`config.mk`:
```
export PLATFORM = sky130hd
export DESIGN_NAME = apb_master_bridge
export DESIGN_NICKNAME = d
export VERILOG_FILES = /design/src/rtl/apb_master_bridge.sv
export SDC_FILE = /design/constraint.sdc
export NUM_CORES = 1
export LEC_CHECK = 0
export CAP_MARGIN = 20
export CORE_MARGIN = 2
export CORE_UTILIZATION = 40
export DETAILED_ROUTE_END_ITERATION = 16
export PLACE_DENSITY = 0.79
export SLEW_MARGIN = 20
export SYNTH_ARGS = -nofsm -noshare
export SYNTH_HDL_FRONTEND = slang
export SYNTH_SLANG_ARGS = --single-unit
```
`constraint.sdc`:
```
create_clock -name i_PCLK -period 2 [get_ports i_PCLK]
set_clock_uncertainty 0.1 [all_clocks]
set_input_delay 0.3 -clock i_PCLK [delete_from_list [all_inputs] [get_ports i_PCLK]]
set_output_delay 0.3 -clock i_PCLK [all_outputs]
set_load 0.02 [all_outputs]
```
`src/rtl/apb_master_bridge.sv`:
```
// rtl/apb_master_bridge.sv - single-outstanding command to APB master bridge
// Optional ACCESS-phase timeout abort enabled by defining APB_MASTER_TIMEOUT_EN.
module apb_master_bridge #(
    parameter int ADDR_W      = 16,
    parameter int DATA_W      = 8,
    parameter int TIMEOUT_CYC = 16
) (
    input  logic              i_PCLK,
    input  logic              i_PRESETn,
    input  logic              i_CMD_VALID,
    output logic              o_CMD_READY,
    input  logic              i_CMD_WRITE,
    input  logic [ADDR_W-1:0] i_CMD_ADDR,
    input  logic [DATA_W-1:0] i_CMD_WDATA,
    output logic              o_RSP_VALID,
    output logic [DATA_W-1:0] o_RSP_RDATA,
    output logic              o_RSP_TIMEOUT,
    output logic              o_PSEL,
    output logic              o_PENABLE,
    output logic              o_PWRITE,
    output logic [ADDR_W-1:0] o_PADDR,
    output logic [DATA_W-1:0] o_PWDATA,
    input  logic              i_PREADY,
    input  logic [DATA_W-1:0] i_PRDATA
);

    localparam logic [1:0] ST_IDLE   = 2'd0;
    localparam logic [1:0] ST_SETUP  = 2'd1;
    localparam logic [1:0] ST_ACCESS = 2'd2;

    if (TIMEOUT_CYC < 2) begin : g_bad_timeout
        $error("TIMEOUT_CYC must be at least 2");
    end

    logic [1:0] state;
    logic       accept;
    logic       timeout_hit;

    assign accept = (state == ST_IDLE) && o_CMD_READY && i_CMD_VALID;

`ifdef APB_MASTER_TIMEOUT_EN
    localparam int CNT_W = $clog2(TIMEOUT_CYC);

    logic [CNT_W-1:0] wait_cnt;

    // Abort fires on the TIMEOUT_CYC-th stalled ACCESS cycle; a ready slave wins that cycle.
    assign timeout_hit = (state == ST_ACCESS) && !i_PREADY &&
                         (wait_cnt == CNT_W'(TIMEOUT_CYC - 1));

    always_ff @(posedge i_PCLK or negedge i_PRESETn) begin
        if (!i_PRESETn) begin
            wait_cnt      <= '0;
            o_RSP_TIMEOUT <= 1'b0;
        end else begin
            o_RSP_TIMEOUT <= timeout_hit;
            if (accept) begin
                wait_cnt <= '0;
            end else if (state == ST_ACCESS && !i_PREADY) begin
                wait_cnt <= wait_cnt + 1'b1;
            end
        end
    end
`else
    assign timeout_hit   = 1'b0;
    assign o_RSP_TIMEOUT = 1'b0;
`endif

    always_ff @(posedge i_PCLK or negedge i_PRESETn) begin
        if (!i_PRESETn) begin
            state       <= ST_IDLE;
            o_CMD_READY <= 1'b0;
            o_RSP_VALID <= 1'b0;
            o_RSP_RDATA <= '0;
            o_PSEL      <= 1'b0;
            o_PENABLE   <= 1'b0;
            o_PWRITE    <= 1'b0;
            o_PADDR     <= '0;
            o_PWDATA    <= '0;
        end else begin
            o_RSP_VALID <= 1'b0;
            case (state)
                ST_IDLE: begin
                    if (accept) begin
                        state       <= ST_SETUP;
                        o_CMD_READY <= 1'b0;
                        o_PSEL      <= 1'b1;
                        o_PENABLE   <= 1'b0;
                        o_PWRITE    <= i_CMD_WRITE;
                        o_PADDR     <= i_CMD_ADDR;
                        // Reads drive zero write data so the bus never shows stale data.
                        o_PWDATA    <= i_CMD_WRITE ? i_CMD_WDATA : '0;
                    end else begin
                        o_CMD_READY <= 1'b1;
                    end
                end
                ST_SETUP: begin
                    state     <= ST_ACCESS;
                    o_PENABLE <= 1'b1;
                end
                ST_ACCESS: begin
                    if (i_PREADY || timeout_hit) begin
                        state       <= ST_IDLE;
                        o_CMD_READY <= 1'b1;
                        o_PSEL      <= 1'b0;
                        o_PENABLE   <= 1'b0;
                        o_RSP_VALID <= 1'b1;
                        o_RSP_RDATA <= (i_PREADY && !o_PWRITE) ? i_PRDATA : '0;
                    end
                end
                default: begin
                    state       <= ST_IDLE;
                    o_CMD_READY <= 1'b0;
                    o_PSEL      <= 1'b0;
                    o_PENABLE   <= 1'b0;
                end
            endcase
        end
    end

endmodule

```
# Word level (Yosys, flattened, before mapping)
# Cells that the tools add are included.
# op_classes
n_eq_ne	4
muxes	15
bitwise_logic	1
reduce_logical	10
# op_table
operator	n
$mux W8	2
$pmux W1 S3	3
$reduce_and A2 Y1	4
$mux W1	7
$pmux W2 S3	1
$mux W2	2
$ne A2 B2 Y1 const B	2
$logic_and A1 B1 Y1	3
$reduce_and A3 Y1	1
$eq A2 B1 Y1 const B	1
$eq A2 B2 Y1 const B	1
$logic_not A2 Y1	1
$logic_not A1 Y1	1
$not A1 Y1	1
# totals
register_bits	39
inputBits	37
output_inout_bits	38

# Longest topological paths before layout
# Gate-level depths: netlist of run 1.
# logic_depth
ltp_word	5
depth_mapped	4
mapped_depth_nobuf	2

# Worst setup path before layout of run 1
# Ideal clock, no wire load.
# synth_path
kind	register to register
from	reg o_PENABLE (netlist name)
to	reg o_PADDR[0]
setup_ns	0.125
t_arrival_ns	1.406
path_slack_ns	0.369
path_stages_with_launch	5
n_path_buf	2
synth_period_minus_slack_ns	1.631
path_cell_list	dfrtp_1 > nor4bb_1 > buf_4 > buf_12 > mux2_4
# synth_rtl
item	line_no	source
to (signal assigned)	89	o_PADDR <= i_CMD_ADDR;
to (decl)	21	output logic [ADDR_W-1:0] o_PADDR,

# Final worst setup path of run 1
# layout_path
from	reg o_PENABLE
to	out o_PENABLE
# layout_rtl
item	line_no	source
from (decl)	19	output logic o_PENABLE,
from (signal assigned)	75	o_PENABLE <= 1'b0;
from (signal assigned)	87	o_PENABLE <= 1'b0;
from (signal assigned)	98	o_PENABLE <= 1'b1;
# No word-level cell between the ends.

==> flow_metrics.py, run 1 <==
metrics = {
    "run_status": {
        "status": "finished, violations left",
        "violations": "hold timing",
    },
    "timing": {
        "drv_slew": 0,
        "finalCriticalPeriod_ps": 1830,
        "setup-violations-final": 0,
        "fmax_ghz": 0.546,
        "rsz0062_at_grt": "no",
        "tns_ps": 0,
        "slew_headroom_pct": 46.0,
        "hold_slack_ps": -1.85,
        "hold_viol_final": 2,
        "fin_crit_sh_pct": 91.6,
        "setup_slack_ps": 167,
        "worst_slew_pin_slew_ps": 811,
    },
    "place": {
        "port_buffers": 73,
        "routabilityCongestion": 0.654,
        "preCtsSetupSlack_ps": 136,
        "dpl.hpwl_um": 2420,
    },
    "synthesis": {
        "async_flop_share_pct": 100,
        "synthCells": 111,
        "synth_area_leaders": "dfrtp_1, mux2_2, mux2_4",
        "synthesis.area_mm2": 0.00158,
        "ys_ff_latch": 38,
        "yosysWarnings": 0,
        "synth_area_leader_cell": "dfrtp_1",
        "synth_edf_count": 0,
        "synth_ff_type": "dfrtp_1",
        "synth_nets": 148,
        "yosysSeqAreaShare_pct": 60.0,
        "yosysMostFrequentCell": "dfrtp_1",
        "syn_area_per_cell_um2": 14.3,
        "synth_common_cells": "dfrtp_1, mux2_2, mux2_4, mux2i_1",
        "synthDominantCellAreaShare_pct": 60.0,
        "ys_types": 20,
    },
    "drt": {
        "firstDrtPassIters": 4,
        "vias": 1102,
        "wl_per_cell_um": 13.7,
        "vias_per_cell": 4.65,
        "drtIter0Drc": 68,
        "ant_nets": 0,
        "drcViolationCount": 0,
        "finalWirelength_um": 3260,
    },
    "pwr": {
        "p_seq_share_pct": 35.0,
        "power_density_mw_per_mm2": 1570,
        "ir_drop_mv": 0.831,
        "netSwitchingPower_mw": 1.35,
        "combPwrFrac_pct": 51.2,
        "power.leakage_nw": 1.07,
        "p_int_mw": 2.51,
        "power_frac_clock_pct": 13.8,
        "finalPower_mw": 3.87,
        "netSwitchingFraction_pct": 35.0,
    },
    "final_layout": {
        "final.fill_count": 285,
        "final_util_pct": 65.7,
        "n_antenna_cell": 0,
        "drive_above_1_share_pct": 20.1,
        "multi_input_area_um2": 563,
        "syn_to_final_growth_pct": 55.3,
        "nNetsFinal": 225,
        "register_area_um2": 951,
    },
    "setup_path": {
        "critPathLaunchType": "flop",
        "arrival_ps": 1430,
        "path_max_fanout": 8,
        "r2r_slack_ps": 330,
        "reg2reg_to": "o_PADDR[1]",
        "r2r_start": "state[0]",
        "path_buf_inv": 1,
        "cp_slowest_cell": "clkdlybuf4s50_1",
        "path_cells": "clkdlybuf4s50_1",
        "critPathTopFamily": "buffers and inverters",
        "path_class": "reg2out",
        "timing.critical_path.slowest_cell_delay_ps": 660,
        "required_ps": 1600,
        "worst_r2r_path_depth": 3,
        "cp-end-kind": "output pin",
    },
    "clock_tree": {
        "cts_buffers": 5,
        "root_buffer": "clkbuf_8",
        "cts_hold_buffers": 0,
        "clkTransAtPathRegs_ps": 70,
        "cts_tree": "yes",
        "cts_setup_buffers": 0,
        "insertion_delay_ps": 290,
        "cts.sinks": 38,
        "htree_levels": 2,
        "cts_resized": 0,
        "cts_buffer_depth": 2,
    },
    "floorplanning": {
        "die-width_um": 66.9,
        "die_area_mm2": 0.00448,
        "fp-row-count": 22,
        "boundaryPins": 75,
        "die_y_um": 66.9,
        "start_util_pct": 42.3,
        "core_region_area_mm2": 0.00374,
    },
    "hold_path": {
        "hold_path_class": "in2async",
    },
    "global_route": {
        "grt_max_degree": 39,
        "track_usage_pct": 15.9,
        "gr-total-overflow": 0,
        "antenna_found_initial": 0,
        "grt_pass1_wl_um": 5230,
        "grt_pass1_vias": 1149,
    },
    "flow_run": {
        "maxCapViolCount": 0,
    },
}
## how the worst max path moves through the flow
| stage | start | end | slack (ps) | cells past startpoint |
|---|---|---|---|---|
| finish | o_PENABLE | o_PENABLE | 170 | 1 |
| global route | o_PENABLE | o_PENABLE | 100 | 1 |
| CTS | o_PENABLE | o_PENABLE | 140 | 1 |
| detailed placement | i_PREADY | o_RSP_RDATA[2] | 140 | 3 |
| global placement | i_CMD_VALID | o_PADDR[1] | 170 | 4 |
| floorplan | o_PENABLE | o_PADDR[0] | 370 | 4 |
## placed cells by master, fill, tap and decap left out, types with 2 or more instances in the layout
master,instances
nand2_1,8
nand2b_1,2
dfrtp_1,38
clkbuf_8,6
nor2b_1,8
buf_4,2
clkdlybuf4s50_1,72
mux2i_1,9
inv_1,8
mux2_4,9
mux2_2,16
## layout make-up
| type | count | share of cell area [%] |
|---|---|---|
| Multi-Input combinational cell | 59 | 22.9 |
| Timing Repair Buffer | 76 | 30.9 |
| Sequential cell | 38 | 38.7 |
| Inverter | 8 | 1.22 |
| Clock buffer | 6 | 3.36 |
| Tap cell | 48 | 2.44 |
| Clock inverter | 2 | 0.509 |
## cells by family after synthesis
family	after synthesis	share of synthesized area (%)
DFF	38	60.0
muxes	34	25.6
other	1	0.237
AOI/OAI and AO/OA	3	1.26
buffers and inverters	14	5.37
and+or+nand+nor	21	7.50
## layer usage
layer	vias to the layer above	GRT usage [%]	routed length, um	part of all wire [%]
li1	515	-	-	-
met1	540	19.5	1350	41
met2	41	25.9	1650	51
met3	6	4.39	202	6.2
met4	0	7.65	54	1.7
met5	-	0	0	0
## power by group through the flow
stage,Combinational [mW],Sequential [mW],Clock [mW]
2_1_floorplan,0.647,1.78,0
3_3_place_gp,1.96,1.35,0
3_5_place_dp,2.00,1.36,0
4_1_cts,2.01,1.36,0.557
5_1_grt,2.09,1.40,0.598
6_report,1.98,1.35,0.534
## metrics by stage
step | area (um^2) | instances
4_1_cts | 2460 | 237
5_1_grt | 2460 | 237
3_3_place_gp | 2360 | 229
3_5_place_dp | 2360 | 229
6_report | 2460 | 237
2_1_floorplan | 1580 | 111
## sequential cells by signal, summed over array words and instances, names as in the netlist
name / count
o_PENABLE: 1
o_PWRITE: 1
o_CMD_READY: 1
o_PADDR: 16
state: 1
o_RSP_VALID: 1
o_PWDATA: 8
o_RSP_RDATA: 8
o_PSEL: 1
Power figures use the tool's default switching activity.
==> run 2: changes to the inputs <==
--- a/config.mk
+++ b/config.mk
@@ -11,3 +11,4 @@
 export DETAILED_ROUTE_END_ITERATION = 16
-export PLACE_DENSITY = 0.79
+export HOLD_SLACK_MARGIN = 0.15
+export PLACE_DENSITY_LB_ADDON = 0.3
 export SLEW_MARGIN = 20
--- a/constraint.sdc
+++ b/constraint.sdc
@@ -4,2 +4,2 @@
 set_output_delay 0.3 -clock i_PCLK [all_outputs]
-set_load 0.02 [all_outputs]
+set_load 0.05 [all_outputs]
==> flow_metrics.py, run 2 (synthesis results as in run 1) <==
metrics = {
    "setup_path": {
        "critPathLaunchType": "flop",
        "cp-end-kind": "output pin",
        "critPathTopFamily": "buffers and inverters",
        "path_class": "reg2out",
        "required_ps": 1600,
        "crit_start": "o_CMD_READY",
        "arrival_ps": 1510,
        "cp_slowest_cell": "clkdlybuf4s50_1",
        "path_buf_inv": 1,
        "path_max_fanout": 4,
        "r2r_start": "o_PENABLE",
        "timing.critical_path.slowest_cell_delay_ps": 820,
        "path_cells": "clkdlybuf4s50_1",
    },
    "floorplanning": {
        "start_util_pct": 42.3,
        "die-width_um": 66.9,
        "fp-row-count": 22,
        "core_region_area_mm2": 0.00374,
        "die_y_um": 66.9,
        "boundaryPins": 75,
        "die_area_mm2": 0.00448,
    },
    "timing": {
        "fmax_ghz": 0.525,
        "setup-violations-final": 0,
        "hold_viol_final": 0,
        "tns_ps": 0,
        "slew_headroom_pct": 47.2,
        "rsz0062_at_grt": "no",
        "finalCriticalPeriod_ps": 1910,
        "worst_slew_pin_slew_ps": 792,
        "fin_crit_sh_pct": 95.3,
        "drv_slew": 0,
    },
    "final_layout": {
        "syn_to_final_growth_pct": 54.7,
        "multi_input_area_um2": 563,
        "regMostFlops": "o_PADDR",
        "final.fill_count": 293,
        "n_antenna_cell": 0,
        "final_util_pct": 65.4,
        "largest_register_ffs": 16,
        "layout_commonest_cell": "clkdlybuf4s50_1",
        "register_area_um2": 951,
        "layout_common_cells": "clkdlybuf4s50_1, dfrtp_1, mux2_2",
        "reg_top3": "o_PADDR: 16 flops, o_PWDATA: 8 flops, o_RSP_RDATA: 8 flops",
        "drive_above_1_share_pct": 20.2,
        "nNetsFinal": 224,
    },
    "pwr": {
        "ir_drop_mv": 1.04,
        "power_density_mw_per_mm2": 1890,
        "power.leakage_nw": 1.06,
    },
    "global_route": {
        "grt_pass1_wl_um": 5060,
        "antenna_found_initial": 0,
        "gr-total-overflow": 0,
        "grt_max_degree": 39,
        "grt_pass1_vias": 1115,
        "track_usage_pct": 15.3,
    },
    "place": {
        "routabilityCongestion": 0.701,
        "dpl.hpwl_um": 2310,
        "port_buffers": 73,
    },
    "run_status": {
        "status": "finished clean",
    },
    "clock_tree": {
        "cts_buffer_depth": 2,
        "cts_setup_buffers": 0,
        "insertion_delay_ps": 280,
        "cts_buffers": 5,
        "cts_tree": "yes",
        "cts.sinks": 38,
        "clkTransAtPathRegs_ps": 70,
        "root_buffer": "clkbuf_8",
        "htree_levels": 2,
    },
    "drt": {
        "vias_per_cell": 4.64,
        "drcViolationCount": 0,
        "wl_per_cell_um": 13.5,
        "firstDrtPassIters": 4,
        "drtIter0Drc": 26,
        "vias": 1096,
        "finalWirelength_um": 3180,
        "ant_nets": 0,
    },
    "flow_run": {
        "maxCapViolCount": 0,
    },
    "hold_path": {
        "hold_path_class": "reg2reg",
        "min_from": "o_PSEL",
    },
}
-- run 2: final cells by class --
class	count	area share (%)
Clock buffer	6	3.37
Inverter	8	1.23
Sequential cell	38	38.8
Multi-Input combinational cell	59	23.0
Tap cell	48	2.45
Timing Repair Buffer	75	30.6
Clock inverter	2	0.511
-- run 2: worst paths after layout --
path	depth (start not counted)	slack (ps)	end
setup / recovery	1	90	o_CMD_READY
max in group asynchronous	2	750	o_PWDATA[4]
hold / removal	1	380	o_PSEL
setup reg to reg	3	360	o_PADDR[6]
min in group asynchronous	2	550	o_PADDR[3]
hold reg to reg	1	380	o_PSEL
-- run 2: power breakdown --
group	total, mW	leakage, nW	internal (mW)	switching, mW
sequential	1.38	0.466	1.13	0.248
combinational	2.73	0.551	1.08	1.65
clock	0.521	0.0472	0.277	0.244
total	4.62	1.06	2.48	2.14
-- run 2: metal layers --
layer / share of wire, % / routed length (um) / GRT usage (%)
met3: 7.1 / 225 / 5.24
met2: 48 / 1530 / 24.9
met5: 0 / 0 / 0
met4: 0.69 / 22 / 5.36
met1: 44 / 1400 / 19.0
-- run 2: per-stage QoR --
stage	total power, mW	std cells	setup slack (ps)	instance area [um^2]	hold slack (ps)
2_1_floorplan	3.22	111	165	1580	-95.6
3_3_place_gp	4.08	227	179	2340	331
3_5_place_dp	4.13	227	145	2340	339
4_1_cts	4.68	236	78.5	2450	386
5_1_grt	4.84	236	44.8	2450	421
6_report	4.62	236	94.1	2450	381
-- run 2: repair_timing --
| action | 4_1_cts | 5_1_grt |
|---|---|---|
| hold buffers | 1 | 0 |
| hold endpoints to repair | 38 | 0 |
| resized for setup | 0 | 0 |
